$ cat src/rtl/pwm_timer_multi.sv
// Multi-channel PWM timer: a shared prescaled period counter drives CHANNELS outputs,
// with period/duty shadowed to period boundaries. Optional macro: PWM_POLARITY_EN.
module pwm_timer_multi #(
    parameter int BITS     = 15,
    parameter int CHANNELS = 4,
    parameter int PRE_BITS = 8
) (
    input  logic                     clk,
    input  logic                     reset_n,
    input  logic                     enable,
    input  logic                     start,
    input  logic                     stop,
    input  logic                     load,
    input  logic                     mode,
    input  logic [PRE_BITS-1:0]      prescale,
    input  logic [BITS-1:0]          period,
    input  logic [CHANNELS*BITS-1:0] duty,
`ifdef PWM_POLARITY_EN
    input  logic [CHANNELS-1:0]      polarity,
`endif
    output logic [CHANNELS-1:0]      pwm_out,
    output logic                     done,
    output logic                     busy,
    output logic [BITS-1:0]          count
);

    typedef enum logic {
        IDLE = 1'b0,
        RUN  = 1'b1
    } state_t;

    localparam logic [PRE_BITS-1:0] PRE_ONE = PRE_BITS'(1);
    localparam logic [BITS-1:0]     CNT_ONE = BITS'(1);

    state_t                     state_q, state_d;
    logic [PRE_BITS-1:0]        pre_cnt_q, pre_cnt_d;
    logic [BITS-1:0]            count_q, count_d;
    logic                       load_pending_q, load_pending_d;
    logic                       mode_s_q, mode_s_d;
    logic [BITS-1:0]            period_s_q, period_s_d;
    logic [CHANNELS*BITS-1:0]   duty_s_q, duty_s_d;
    logic                       done_q, done_d;

    logic                       tick;
    logic                       wrap;
    logic [CHANNELS-1:0]        pwm_raw;

    assign tick = (state_q == RUN) && enable && (pre_cnt_q == prescale);
    assign wrap = tick && (count_q == period_s_q);

    always_ff @(posedge clk or negedge reset_n) begin
        if (!reset_n) begin
            state_q        <= IDLE;
            pre_cnt_q      <= '0;
            count_q        <= '0;
            load_pending_q <= 1'b0;
            mode_s_q       <= 1'b0;
            period_s_q     <= '0;
            duty_s_q       <= '0;
            done_q         <= 1'b0;
        end else begin
            state_q        <= state_d;
            pre_cnt_q      <= pre_cnt_d;
            count_q        <= count_d;
            load_pending_q <= load_pending_d;
            mode_s_q       <= mode_s_d;
            period_s_q     <= period_s_d;
            duty_s_q       <= duty_s_d;
            done_q         <= done_d;
        end
    end

    always_comb begin
        state_d        = state_q;
        pre_cnt_d      = pre_cnt_q;
        count_d        = count_q;
        load_pending_d = load_pending_q;
        mode_s_d       = mode_s_q;
        period_s_d     = period_s_q;
        duty_s_d       = duty_s_q;
        done_d         = 1'b0;
        case (state_q)
            IDLE: begin
                if (start && !stop) begin
                    state_d        = RUN;
                    period_s_d     = period;
                    duty_s_d       = duty;
                    mode_s_d       = mode;
                    pre_cnt_d      = '0;
                    count_d        = '0;
                    load_pending_d = 1'b0;
                end
            end
            RUN: begin
                if (stop) begin
                    state_d        = IDLE;
                    pre_cnt_d      = '0;
                    count_d        = '0;
                    load_pending_d = 1'b0;
                end else begin
                    if (load) load_pending_d = 1'b1;
                    if (enable) pre_cnt_d = tick ? '0 : pre_cnt_q + PRE_ONE;
                    if (tick) count_d = wrap ? '0 : count_q + CNT_ONE;
                    // A load on the wrap edge itself is honoured at that same wrap.
                    if (wrap) begin
                        done_d = 1'b1;
                        if (load_pending_q || load) begin
                            period_s_d     = period;
                            duty_s_d       = duty;
                            load_pending_d = 1'b0;
                        end
                        if (mode_s_q) state_d = IDLE;
                    end
                end
            end
            default: state_d = IDLE;
        endcase
    end

    always_comb begin
        pwm_raw = '0;
        for (int i = 0; i < CHANNELS; i++) begin
            pwm_raw[i] = (state_q == RUN) && (count_q < duty_s_q[i*BITS +: BITS]);
        end
    end

`ifdef PWM_POLARITY_EN
    assign pwm_out = pwm_raw ^ polarity;
`else
    assign pwm_out = pwm_raw;
`endif
    assign done  = done_q;
    assign busy  = (state_q == RUN);
    assign count = count_q;

endmodule

$ cat config.mk
export PLATFORM = sky130hd
export DESIGN_NAME = pwm_timer_multi
export DESIGN_NICKNAME = d
export VERILOG_FILES = /design/src/rtl/pwm_timer_multi.sv
export SDC_FILE = /design/constraint.sdc
export NUM_CORES = 1
export LEC_CHECK = 0
export BUFFER_PORTS_ARGS = -buffer_cell sky130_fd_sc_hd__buf_2
export CAP_MARGIN = 20
export CORE_UTILIZATION = 45
export CTS_BUF_LIST = sky130_fd_sc_hd__clkbuf_8
export DETAILED_ROUTE_END_ITERATION = 10
export PLACE_DENSITY = 0.67
export SETUP_SLACK_MARGIN = 0.1
export SLEW_MARGIN = 40
export SYNTH_ARGS = -nofsm -noshare
export SYNTH_HDL_FRONTEND = slang
export SYNTH_SLANG_ARGS = --single-unit
$ cat constraint.sdc
create_clock -name clk -period 2.54 [get_ports clk]
set_clock_uncertainty 0.05 [all_clocks]
set_input_delay 0.254 -clock clk [delete_from_list [all_inputs] [get_ports clk]]
set_output_delay 0.254 -clock clk [all_outputs]
set_load 0.01 [all_outputs]
* After elaboration in Yosys (flattened, before gate mapping)
Cells that the tools add are included.
** Word-level totals
- Register bits after elaboration :: 102
- Input bits :: 90
- Output and inout bits :: 21
- Word-level logic and storage cells :: 71
** Operators by class
- Add/subtract/negate cells :: 2
- Magnitude comparators :: 4
- Equal/unequal tests :: 8
- Muxes and demuxes :: 34
- Bitwise gates (word level) :: 1
- Reductions and logical operators :: 14
** Operator list (number)
- two-way mux 60 bit :: 4
- two-way mux 15 bit :: 8
- one-hot mux 60 bit (2 select lines) :: 1
- < comparator 15 bit :: 4
- one-hot mux 15 bit (2 select lines) :: 2
- two-way mux 8 bit :: 4
- one-hot mux 8 bit (2 select lines) :: 1
- adder 15 x 1 -> 15 bit, second input constant :: 1
- == test 15 bit :: 1
- two-way mux 1 bit :: 12
- adder 8 x 1 -> 8 bit, second input constant :: 1
- == test 8 bit :: 1
- logical AND 1 bit :: 8
- AND reduction 2 bit :: 3
- != test 2 x 1 -> 1 bit, second input constant :: 2
- != test 2 bit, second input constant :: 2
- one-hot mux 1 bit (2 select lines) :: 2
- AND reduction 4 bit :: 1
- != test 3 x 2 -> 1 bit, second input constant :: 1
- != test 3 bit, second input constant :: 1
- logical NOT 1 bit :: 1
- logical OR 1 bit :: 1
- NOT 1 bit :: 1

* Depth between registers and ports, before layout
Gate-level depths: netlist (run 1).
- Depth in word-level cells :: 7
- Depth in mapped cells :: 9
- Mapped depth without buffers :: 8

* Worst setup path after synthesis (run 1)
Ideal clock, no wire load.
- Kind :: reg-to-reg
- From :: reg count_q[10] (netlist: count[10])
- To :: reg duty_s_q[0]
- Arrival time :: 2.073 ns
- Data required time :: 2.365 ns
- Setup slack :: 0.292 ns
- Cell stages (with the launch flop) :: 10
- Buffers on the path :: 3
- Period minus slack after synthesis :: 2.248 ns
- Cells stage by stage :: dfrtp_1 > clkbuf_1 > xnor2_1 > nand4_1 > nor2_1 > nand2_1 > o31a_1 > buf_4 > buf_6 > mux2_4
** On the way
- Word-level cells in the longest chain between the ends :: 4
** RTL lines
- start, declared :: RTL line 37 : logic [BITS-1:0] count_q, count_d;
- start signal, assigned :: RTL line 64 : count_q <= count_d;
- == test 15 bit :: RTL line 49 : assign wrap = tick && (count_q == period_s_q);
- logical AND 1 bit :: RTL line 49
- != test 2 x 1 -> 1 bit (no source line)
- AND reduction 4 bit (no source line)
- end signal, assigned :: RTL line 68 : duty_s_q <= duty_s_d;
- end, declared :: RTL line 41 : logic [CHANNELS*BITS-1:0] duty_s_q, duty_s_d;
Every way passes these cells.
A chain may end at the register's enable or synchronous reset.

* Worst setup path after layout (run 1)
- From :: reg count_q[1] (netlist: count[1])
- To :: out pwm_out[0]
** On the way
- Word-level cells in the longest chain between the ends :: 2
** RTL lines
- < comparator 15 bit :: RTL line 123 : pwm_raw[i] = (state_q == RUN) && (count_q < duty_s_q[i*BITS +: BITS]);
- logical AND 1 bit :: RTL line 123
- end, declared :: RTL line 21 : output logic [CHANNELS-1:0] pwm_out,
Every way passes these cells.

==> run_results.csv, run 1 <==
group,metric,value,unit
floorplanning,chipHeight,118,um
logic_synthesis,yosysWarnings,0,
clocking,htreeDepth,3,
logic_synthesis,yosysSeqAreaShare,42.2,%
timing,setup_viol,0,
logic_synthesis,ys_types,38,
logic_synthesis,ys_top_cells_by_count,"dfrtp_1 (102), inv_1 (61), ha_1 (58)",
setup_path,crit_fanout,7,
floorplanning,die_x,118,um
floorplanning,core,0.0129,mm2
cells_and_area,fin_cells,847,
floorplanning,die_area,0.0139,mm2
timing,worst_slack,104,ps
drt,routed_via_density,5.23,
logic_synthesis,syn_nets,678,
pwr,p_per_area,755,mW/mm2
logic_synthesis,synth_top_cell_by_area,"dfrtp_1",
global_routing,grt_max_degree,44,
setup_path,path_delay_family,"compound AO/OA/AOI/OAI gates",
floorplanning,start_util,47.0,%
logic_synthesis,ys_top_cells_by_area,"dfrtp_1 (42%), mux2_4 (12%), ha_1 (12%)",
drt,wl,14100,um
cells_and_area,nNetsFinal,818,
drt,drt_pass1_iterations,4,
logic_synthesis,synth_area_per_cell,11.4,um2
placement,pre_cts_ws,121,ps
placement,gp_congestion,0.814,
timing,fmax,411,MHz
logic_synthesis,yosysTopAreaCellShare,42.2,%
logic_synthesis,synth_edf_count,0,
timing,hold_violations,0,
clocking,cts_sinks,102,
setup_path,cp_cell_sequence,"buf_6 > ha_1 > a21o_1 > a21oi_1 > o21ai_1 > a21o_1 > a31oi_2 > buf_2",
placement,post-dp-hpwl,10200,um
global_routing,overflow,0,
timing,finalCritPeriodShare,95.9,%
pwr,ir_drop,0.411,mV
job,cap_violations,0,
placement,place_area,0.00695,mm2
clocking,insertion_delay,380,ps
setup_path,crit_top_cell,"a21o_1",
status,status,"complete, no violations",
cells_and_area,multi_input_area,0.00339,mm2
cells_and_area,drive_gt1_share,40.0,%
logic_synthesis,async_reset_ff_share,100,%
timing,whs,41.2,ps
timing,tightest_slew,663,ps
timing,slew_violations,0,
cells_and_area,area_delta_synth_final,24.2,%
floorplanning,core.rowCount,41,
setup_path,slowest_delay,400,ps
drt,final_antenna_net_count,0,
cells_and_area,nFillCells,1079,
logic_synthesis,synth_area,0.00605,mm2
drt,drt_iter0_drc,248,
placement,port_buffers,110,
setup_path,cp-end-kind,"primary output",
drt,wl_per_cell,16.7,um
min_path,min_path_type,"input port to flip-flop",
setup_path,slowest_stage,"dfrtp_1",
clocking,clk_pin_slew,100,ps
setup_path,worstPathArrival,2130,ps
clocking,clockRootBuffer,"clkbuf_8",
drt,drc,0,
global_routing,track_usage,21.8,%
clocking,cts_buffers,9,
drt,via_count,4432,
clocking,cts_buffer_depth,2,
setup_path,start_kind,"flip-flop",
timing,slew_headroom,55.8,%
clocking,cts_tree,"built",
global_routing,grt_pass1_vias,4691,
setup_path,cp_num_buf_inv,2,
floorplanning,boundaryPins,111,
setup_path,worstSetupPathType,"flip-flop to primary output",
global_routing,antenna_found_initial,1,
logic_synthesis,synth_seq_cells,102,
cells_and_area,fin_area,0.00752,mm2
cells_and_area,regArea,0.00255,mm2
logic_synthesis,synth_ff_type,"dfrtp_1",
logic_synthesis,netlist_instances,530,
pwr,leakage,4.04,nW
cells_and_area,insertedDiodeCount,0,
logic_synthesis,yosysMostFrequentCell,"dfrtp_1",
timing,min_period,2440,ps
timing,rsz0062_at_grt,"yes",
global_routing,grt_pass1_wl,23700,um
setup_path,cp.required,2240,ps
cells_and_area,final_util,58.4,%
placement,dp.cells,821,
[logic make-up after synthesis]
group | Yosys count | share of synthesized area, %
DFF | 102 | 42.2
adders and majority gates | 58 | 12.0
buffers and inverters | 76 | 5.44
AOI/OAI and AO/OA | 81 | 8.62
xor gates and xnor gates | 29 | 4.20
muxes | 88 | 19.3
and+or+nand+nor | 96 | 8.29
[metal layers]
metal / vias to the layer above / routed length, um / global-route usage, %
li1: 2131 / - / -
met1: 2180 / 6480 / 28.6
met2: 104 / 6690 / 35.3
met5: - / 10 / 0
met3: 15 / 735 / 5.91
met4: 2 / 214 / 6.01
[metrics by stage]
stage	setup TNS, ps	power (mW)
after detailed placement	0	4.39
after CTS	0	5.68
after floorplan	0	3.87
after global routing	-12.8	6.09
final	0	5.68
after global placement	0	4.27
[registers in the layout (all words and copies together) (netlist names)]
signal          cells
pre_cnt_q           8
load_pending_q      1
count              15
mode_s_q            1
period_s_q         15
duty_s_q           60
done                1
busy                1
[cell type report]
type | instances | area share (%)
multi-input combinational | 352 | 45.1
sequential | 102 | 34.0
timing repair buffer | 144 | 12.0
inverter | 61 | 3.05
tap | 172 | 2.86
clock buffer | 11 | 2.01
clock inverter | 5 | 1.08
[report_power, final]
part           leakage, nW  total (mW)  internal, mW  switching, mW
Sequential            1.25        2.51          2.14          0.361
Combinational         2.68        1.99          1.15          0.841
Clock                0.116        1.18         0.609          0.574
[worst paths after layout]
| kind | slack (ps) | from | end | depth (start not counted) |
|---|---|---|---|---|
| worst max-delay path | 100 | count[1] | pwm_out[0] | 8 |
| worst min-delay path | 40 | duty[53] | duty_s_q[53] | 2 |
| worst max register to register | 190 | pre_cnt_q[3] | duty_s_q[37] | 6 |
| worst min register to register | 460 | mode_s_q | busy | 1 |
| max in group asynchronous | 1390 | reset_n | duty_s_q[37] | 3 |
| min in group asynchronous | 360 | reset_n | duty_s_q[46] | 2 |
[layout by cell type (no fill, tap or decap), types with 4 or more instances in the layout]
cell	count
nand4_1	14
xor2_1	16
xnor2_1	13
mux2_4	50
clkbuf_8	11
mux2i_1	11
a21oi_2	8
dfrtp_1	101
ha_1	48
mux2_2	27
buf_2	109
nand2_1	21
a21o_1	25
ha_4	10
nand3_1	15
a31oi_1	11
buf_12	4
nand2b_1	11
buf_6	8
and3_1	6
inv_1	61
a21oi_1	11
buf_4	21
nor2_1	14
o21ai_1	7
[repair_timing]
action                                 in CTS  in global routing
hold buffers                                1                  0
endpoints found under the hold margin      41                  0
pin swaps                                  20                 18
resized for setup                          34                 15
setup endpoints to repair                  11                 77
setup buffers                               7                  2
No activity file was read; power rests on OpenSTA's default activity.
==> run 2: changes to the inputs <==
==> constraint.sdc (replaced) <==
create_clock -name clk -period 2.9 [get_ports clk]
set_clock_uncertainty 0.05 [all_clocks]
set_input_delay 0.29 -clock clk [delete_from_list [all_inputs] [get_ports clk]]
set_output_delay 0.29 -clock clk [all_outputs]
set_load 0.01 [all_outputs]
==> run 2 against run 1 <==
Compared with the run above: register-to-register slack better by 170 ps; critical path type unchanged; sequential power down 13%; non-clock buffer count down 16; total power down 18%; largest power group unchanged.
==> run_results.csv, run 2 (synthesized netlist as in run 1, its figures left out) <==
group,metric,value,unit
cells_and_area,insertedDiodeCount,0,
global_routing,grt_pass1_vias,4431,
floorplanning,start_util,47.0,%
setup_path,worstPathArrival,2340,ps
min_path,hold_depth,2,
min_path,min_path_type,"input port to flip-flop",
clocking,insertion_delay,380,ps
drt,drc,0,
drt,wl_met1,6140,um
setup_path,cp-end-kind,"primary output",
timing,worst_slack,217,ps
floorplanning,core,0.0129,mm2
global_routing,track_usage,20.5,%
placement,gp_congestion,0.805,
cells_and_area,regMostFlops,"duty_s_q",
drt,wl_per_cell,16.0,um
clocking,postCtsSetupRepairBufs,0,
timing,slew_violations,0,
pwr,ir_drop,0.393,mV
cells_and_area,largest_register_ffs,60,
cells_and_area,nFillCells,1146,
clocking,clockRootBuffer,"clkbuf_8",
global_routing,grt_pass1_wl,22300,um
clocking,htreeDepth,3,
placement,post-dp-hpwl,9920,um
timing,finalCritPeriodShare,92.5,%
drt,wl_met3,761,um
cells_and_area,drive_gt1_share,34.4,%
pwr,p_per_area,661,mW/mm2
timing,hold_violations,0,
timing,rsz0062_at_grt,"no",
global_routing,antenna_found_initial,0,
global_routing,grt_max_degree,76,
timing,slew_headroom,59.0,%
placement,pre_cts_ws,443,ps
floorplanning,boundaryPins,111,
cells_and_area,final_common_cell,"buf_2",
cells_and_area,area_delta_synth_final,17.1,%
timing,min_period,2680,ps
drt,routed_via_density,5.23,
status,status,"complete, no violations",
pwr,leakage,3.91,nW
setup_path,cp.required,2560,ps
setup_path,reg2regPathDepth,6,
floorplanning,chipHeight,118,um
placement,port_buffers,110,
setup_path,start_kind,"flip-flop",
drt,drt_iter0_drc,180,
floorplanning,core.rowCount,41,
drt,wl,13300,um
setup_path,crit_fanout,9,
clocking,cts_sinks,102,
clocking,cts_buffer_depth,2,
floorplanning,die_area,0.0139,mm2
drt,final_antenna_net_count,0,
cells_and_area,nNetsFinal,802,
timing,tightest_slew,614,ps
floorplanning,die_x,118,um
drt,drt_pass1_iterations,5,
global_routing,overflow,0,
drt,via_count,4346,
timing,setup_viol,0,
drt,routed.top_layer,"met4",
cells_and_area,final_cell_mix,"buf_2 (109), dfrtp_1 (100), inv_1 (62), ha_1 (58), mux2_4 (50)",
timing,fmax,373,MHz
timing,tns,0,ps
drt,met2WireLength,6280,um
clocking,clk_pin_slew,90,ps
clocking,cts_tree,"built",
job,cap_violations,0,
clocking,cts_buffers,9,
setup_path,worstSetupPathType,"flip-flop to primary output",
pwr,finalPower,4.68,mW
[run 2: changes by cell type in the layout (fill, tap and decap cells not counted), moves of 2 or more]
cell / previous run / this run
o21ai_2: 3 / 1
buf_12: 4 / 2
a21oi_1: 11 / 19
bufinv_16: 2 / 0
clkbuf_8: 11 / 13
o21ai_1: 7 / 1
ha_1: 48 / 58
ha_4: 10 / 0
a21oi_2: 8 / 0
buf_4: 21 / 16
a211oi_1: 0 / 3
a211oi_2: 3 / 0
buf_6: 8 / 0
o21ai_0: 3 / 11
[run 2: area by class of cell]
class / count / area, um2 / share of cell area, %
multi-input cells: 352 / 3170 / 44.8
flip-flops and latches: 102 / 2550 / 36.1
well taps: 172 / 215 / 3.04
repair buffers: 128 / 716 / 10.1
clock buffers: 13 / 179 / 2.53
inverters: 61 / 229 / 3.23
clock inverters: 3 / 17.5 / 0.247
[run 2: path summary, 6_finish.rpt]
path / from / to / slack (ps)
worst min register to register: mode_s_q / busy / 440
max in group asynchronous: reset_n / duty_s_q[44] / 1770
worst max register to register: count[14] / duty_s_q[33] / 360
min in group asynchronous: reset_n / duty_s_q[46] / 380
worst min-delay path: period[2] / period_s_q[2] / 80
worst max-delay path: count[1] / pwm_out[3] / 220
[run 2: layer usage]
metal | vias to the layer above | global-route usage, %
met5 | - | 0
li1 | 2097 | -
met4 | 0 | 6.73
met2 | 115 | 33.2
met3 | 15 | 4.41
met1 | 2119 | 27.1
[run 2: per-stage QoR]
stage,instance area [um2],hold WS (ps),instances,util (%)
5_1_grt,7080,53.8,831,55.0
6_report,7080,78.2,831,55.0
2_1_floorplan,6050,-55.6,530,-
3_3_place_gp,6870,265,814,53.4
3_5_place_dp,6880,268,814,53.4
4_1_cts,7080,51.8,831,55.0
[run 2: what timing repair did]
action	CTS	global route
endpoints found under the hold margin	39	0
gates resized for setup	0	3
hold buffers	1	0
setup endpoints to repair	0	2
[run 2: where the power goes]
part	switching (mW)	internal [mW]
Sequential	0.310	1.88
Combinational	0.662	0.939
Clock	0.488	0.404
Total	1.46	3.22
[run 2: critical path, stage by stage, from the launching register on]
cell	delay, ps
dfrtp_1	420
buf_4	190
ha_1	290
a21o_1	150
a21o_1	170
a21oi_1	150
o21ai_1	150
a21oi_1	260
buf_2	170
==> run 3: changes to the inputs <==
--- a/config.mk
+++ b/config.mk
@@ -5,12 +5,13 @@
 export SDC_FILE = /design/constraint.sdc
 export NUM_CORES = 1
 export LEC_CHECK = 0
+export ABC_AREA = 1
 export BUFFER_PORTS_ARGS = -buffer_cell sky130_fd_sc_hd__buf_2
 export CAP_MARGIN = 20
 export CORE_UTILIZATION = 45
 export CTS_BUF_LIST = sky130_fd_sc_hd__clkbuf_8
 export DETAILED_ROUTE_END_ITERATION = 10
-export PLACE_DENSITY = 0.67
+export PLACE_DENSITY = 0.66
 export SETUP_SLACK_MARGIN = 0.1
 export SLEW_MARGIN = 40
 export SYNTH_ARGS = -nofsm -noshare
==> run 3 against run 2 <==
Compared with the run above: die area up 4.8%; sequential share of layout area down 1.0 points; clock-buffer cell count down 2; clock power up 4.6%; global-route usage up 2.5 points; cell area up 2.8%; wire length up 16%.
==> run_results.csv, run 3 <==
group,metric,value,unit
pwr,finalPower,4.62,mW
floorplanning,start_util,45.9,%
pwr,power_switching,1.70,mW
setup_path,regToRegEndpoint,"duty_s_q[33]",
logic_synthesis,synth_ff_type,"dfrtp_1",
logic_synthesis,yosysWarnings,0,
pwr,p_clk_share,20.2,%
global_routing,track_usage,23.0,%
setup_path,worst_r2r_startpoint,"count[2]",
setup_path,crit_fanout,10,
cells_and_area,final_util,52.7,%
cells_and_area,regMostFlops,"duty_s_q",
timing,slew_violations,0,
logic_synthesis,yosysMostFrequentCell,"nand2_1",
cells_and_area,nNetsFinal,1106,
placement,post-dp-hpwl,11300,um
global_routing,overflow,0,
drt,via_count,5608,
floorplanning,die_area,0.0146,mm2
logic_synthesis,synth-compound-area-share,5.26,%
setup_path,cp-end-kind,"primary output",
setup_path,slowest_stage,"dfrtp_1",
min_path,whs_endpoint,"duty_s_q[40]",
setup_path,reg2regPathDepth,9,
cells_and_area,final_common_cell,"nand2_1",
cells_and_area,final_cell_mix,"nand2_1 (281), inv_1 (124), nand3_1 (109), buf_2 (109), dfrtp_1 (102)",
timing,fmax,390,MHz
logic_synthesis,synthAdderAreaFrac,11.4,%
drt,drt_iter0_drc,202,
global_routing,grt_pass1_wl,25800,um
logic_synthesis,synth_edf_count,0,
setup_path,worstPathArrival,2220,ps
logic_synthesis,netlist_instances,851,
status,status,"complete, no violations",
timing,hold_violations,0,
logic_synthesis,yosysSeqAreaShare,40.2,%
logic_synthesis,async_reset_ff_share,100,%
global_routing,antenna_found_initial,0,
pwr,ir_drop,0.337,mV
logic_synthesis,synth_top_cell_by_area,"dfrtp_1",
min_path,hold_depth,3,
logic_synthesis,ys_types,28,
clocking,clk_pin_slew,100,ps
cells_and_area,drive_gt1_share,15.7,%
timing,worst_slack,339,ps
drt,wl_met3,607,um
drt,wl,15500,um
cells_and_area,largest_register_ffs,60,
logic_synthesis,synth_area,0.00635,mm2
clocking,clockRootBuffer,"clkbuf_8",
placement,gp_congestion,0.876,
placement,port_buffers,110,
job,cap_violations,0,
floorplanning,boundaryPins,111,
drt,routed.top_layer,"met4",
pwr,p_seq_share,45.7,%
logic_synthesis,synthSimpleGateAreaFrac,30.4,%
drt,final_antenna_net_count,0,
drt,wl_per_cell,13.6,um
floorplanning,chipHeight,121,um
global_routing,grt_max_degree,78,
timing,min_period,2560,ps
setup_path,cp_cell_sequence,"ha_1 > a21oi_1 > o21a_1 > o211ai_1 > a211oi_1 > buf_2",
floorplanning,die_x,121,um
logic_synthesis,yosys.area_share.xor_xnor,1.79,%
logic_synthesis,synth_seq_cells,102,
pwr,p_int,2.92,mW
clocking,cts_buffers,9,
setup_path,worstSetupPathType,"flip-flop to primary output",
logic_synthesis,ys_top_cells_by_area,"dfrtp_1 (40%), nand2_1 (17%), ha_1 (11%)",
drt,wl_met1,7250,um
clocking,cts_sinks,102,
floorplanning,core,0.0138,mm2
cells_and_area,insertedDiodeCount,0,
floorplanning,core.rowCount,43,
timing,finalCritPeriodShare,88.3,%
setup_path,crit_start,"count[10]",
logic_synthesis,syn_nets,999,
drt,routed_via_density,4.91,
drt,drt_pass1_iterations,4,
drt,drc,0,
logic_synthesis,ys_top_cells_by_count,"nand2_1 (282), inv_1 (123), nand3_1 (110)",
timing,tightest_slew,830,ps
logic_synthesis,yosysTopAreaCellShare,40.2,%
drt,met2WireLength,7290,um
min_path,hp-start,"duty[40]",
setup_path,cp.required,2560,ps
min_path,min_path_type,"input port to flip-flop",
timing,rsz0062_at_grt,"no",
pwr,swShare,36.8,%
placement,pre_cts_ws,600,ps
clocking,cts_tree,"built",
cells_and_area,area_delta_synth_final,14.7,%
logic_synthesis,synth_area_per_cell,7.46,um2
timing,setup_viol,0,
clocking,htreeDepth,3,
clocking,postCtsSetupRepairBufs,0,
pwr,p_per_area,635,mW/mm2
clocking,cts_buffer_depth,2,
pwr,leakage,4.19,nW
timing,slew_headroom,44.6,%
setup_path,start_kind,"flip-flop",
logic_synthesis,synth_mux_area_share,0.177,%
timing,tns,0,ps
clocking,insertion_delay,380,ps
logic_synthesis,synth_top_family_by_area,"simple AND/OR/NAND/NOR gates",
setup_path,slowest_delay,710,ps
pwr,p_comb_share,34.1,%
setup_path,rrSetupSlack,570,ps
global_routing,grt_pass1_vias,5385,
## run 3: cell count changes after synthesis, sizes merged, moves of 25 or more
cell / change
nand3: +95
mux2: -76
nor2: +28
a21o: -25
inv: +67
nand2: +261
## run 3: layout make-up
class | instances | area, um2
multi-input cells | 592 | 3130
well taps | 180 | 225
flip-flops and latches | 102 | 2550
clock buffers | 11 | 151
clock inverters | 5 | 48.8
repair buffers | 125 | 693
inverters | 128 | 480
fillers | 1408 | 6540
## run 3: power groups by stage
stage	Clock [mW]	Sequential, mW	Combinational (mW)
5_1_grt	1.01	2.17	1.85
6_report	0.933	2.11	1.58
3_3_place_gp	0	2.14	1.55
2_1_floorplan	0	2.06	1.19
4_1_cts	0.956	2.11	1.60
3_5_place_dp	0	2.14	1.59
## run 3: per-layer routing
metal | GRT usage [%] | up-vias
met4 | 9.65 | 0
met1 | 30.2 | 2548
met2 | 38.0 | 122
met3 | 3.11 | 24
li1 | - | 2914
met5 | 0 | -
## run 3: critical path, delay by kind of cell (launching register included)
family / cells / cell delay [ps]
adder cells (fa/ha/maj): 1 / 340
buffers and inverters: 1 / 180
flip-flops: 1 / 710
AO/OA/AOI/OAI: 4 / 600
## run 3: worst max path at each step
| stage | slack, ps | end |
|---|---|---|
| global placement | 650 | duty_s_q[4] |
| CTS | 280 | pwm_out[1] |
| detailed placement | 600 | duty_s_q[15] |
| global route | 130 | pwm_out[1] |
| floorplan | 1030 | pwm_out[1] |
| finish | 340 | pwm_out[1] |
## run 3: repair_timing
| action | 4_1_cts | 5_1_grt |
|---|---|---|
| resized for setup | 0 | 0 |
| endpoints found under the hold margin | 61 | 0 |
| hold buffers | 1 | 0 |
## run 3: cells by family after synthesis
family                   count (synthesis)
AO/OA/AOI/OAI                           59
XOR/XNOR                                13
adder cells (fa/ha/maj)                 58
buffers and inverters                  157
flip-flops                             102
multiplexers                             1
AND/OR/NAND/NOR                        461
## run 3: metrics by stage
| stage | area (um2) | std cells | hold WS, ps |
|---|---|---|---|
| 6_report | 7280 | 1143 | 43.3 |
| 5_1_grt | 7280 | 1143 | 43.5 |
| 4_1_cts | 7280 | 1143 | 27.9 |
| 3_5_place_dp | 7070 | 1126 | 94.0 |
| 3_3_place_gp | 7070 | 1126 | 94.6 |
| 2_1_floorplan | 6350 | 851 | -55.6 |
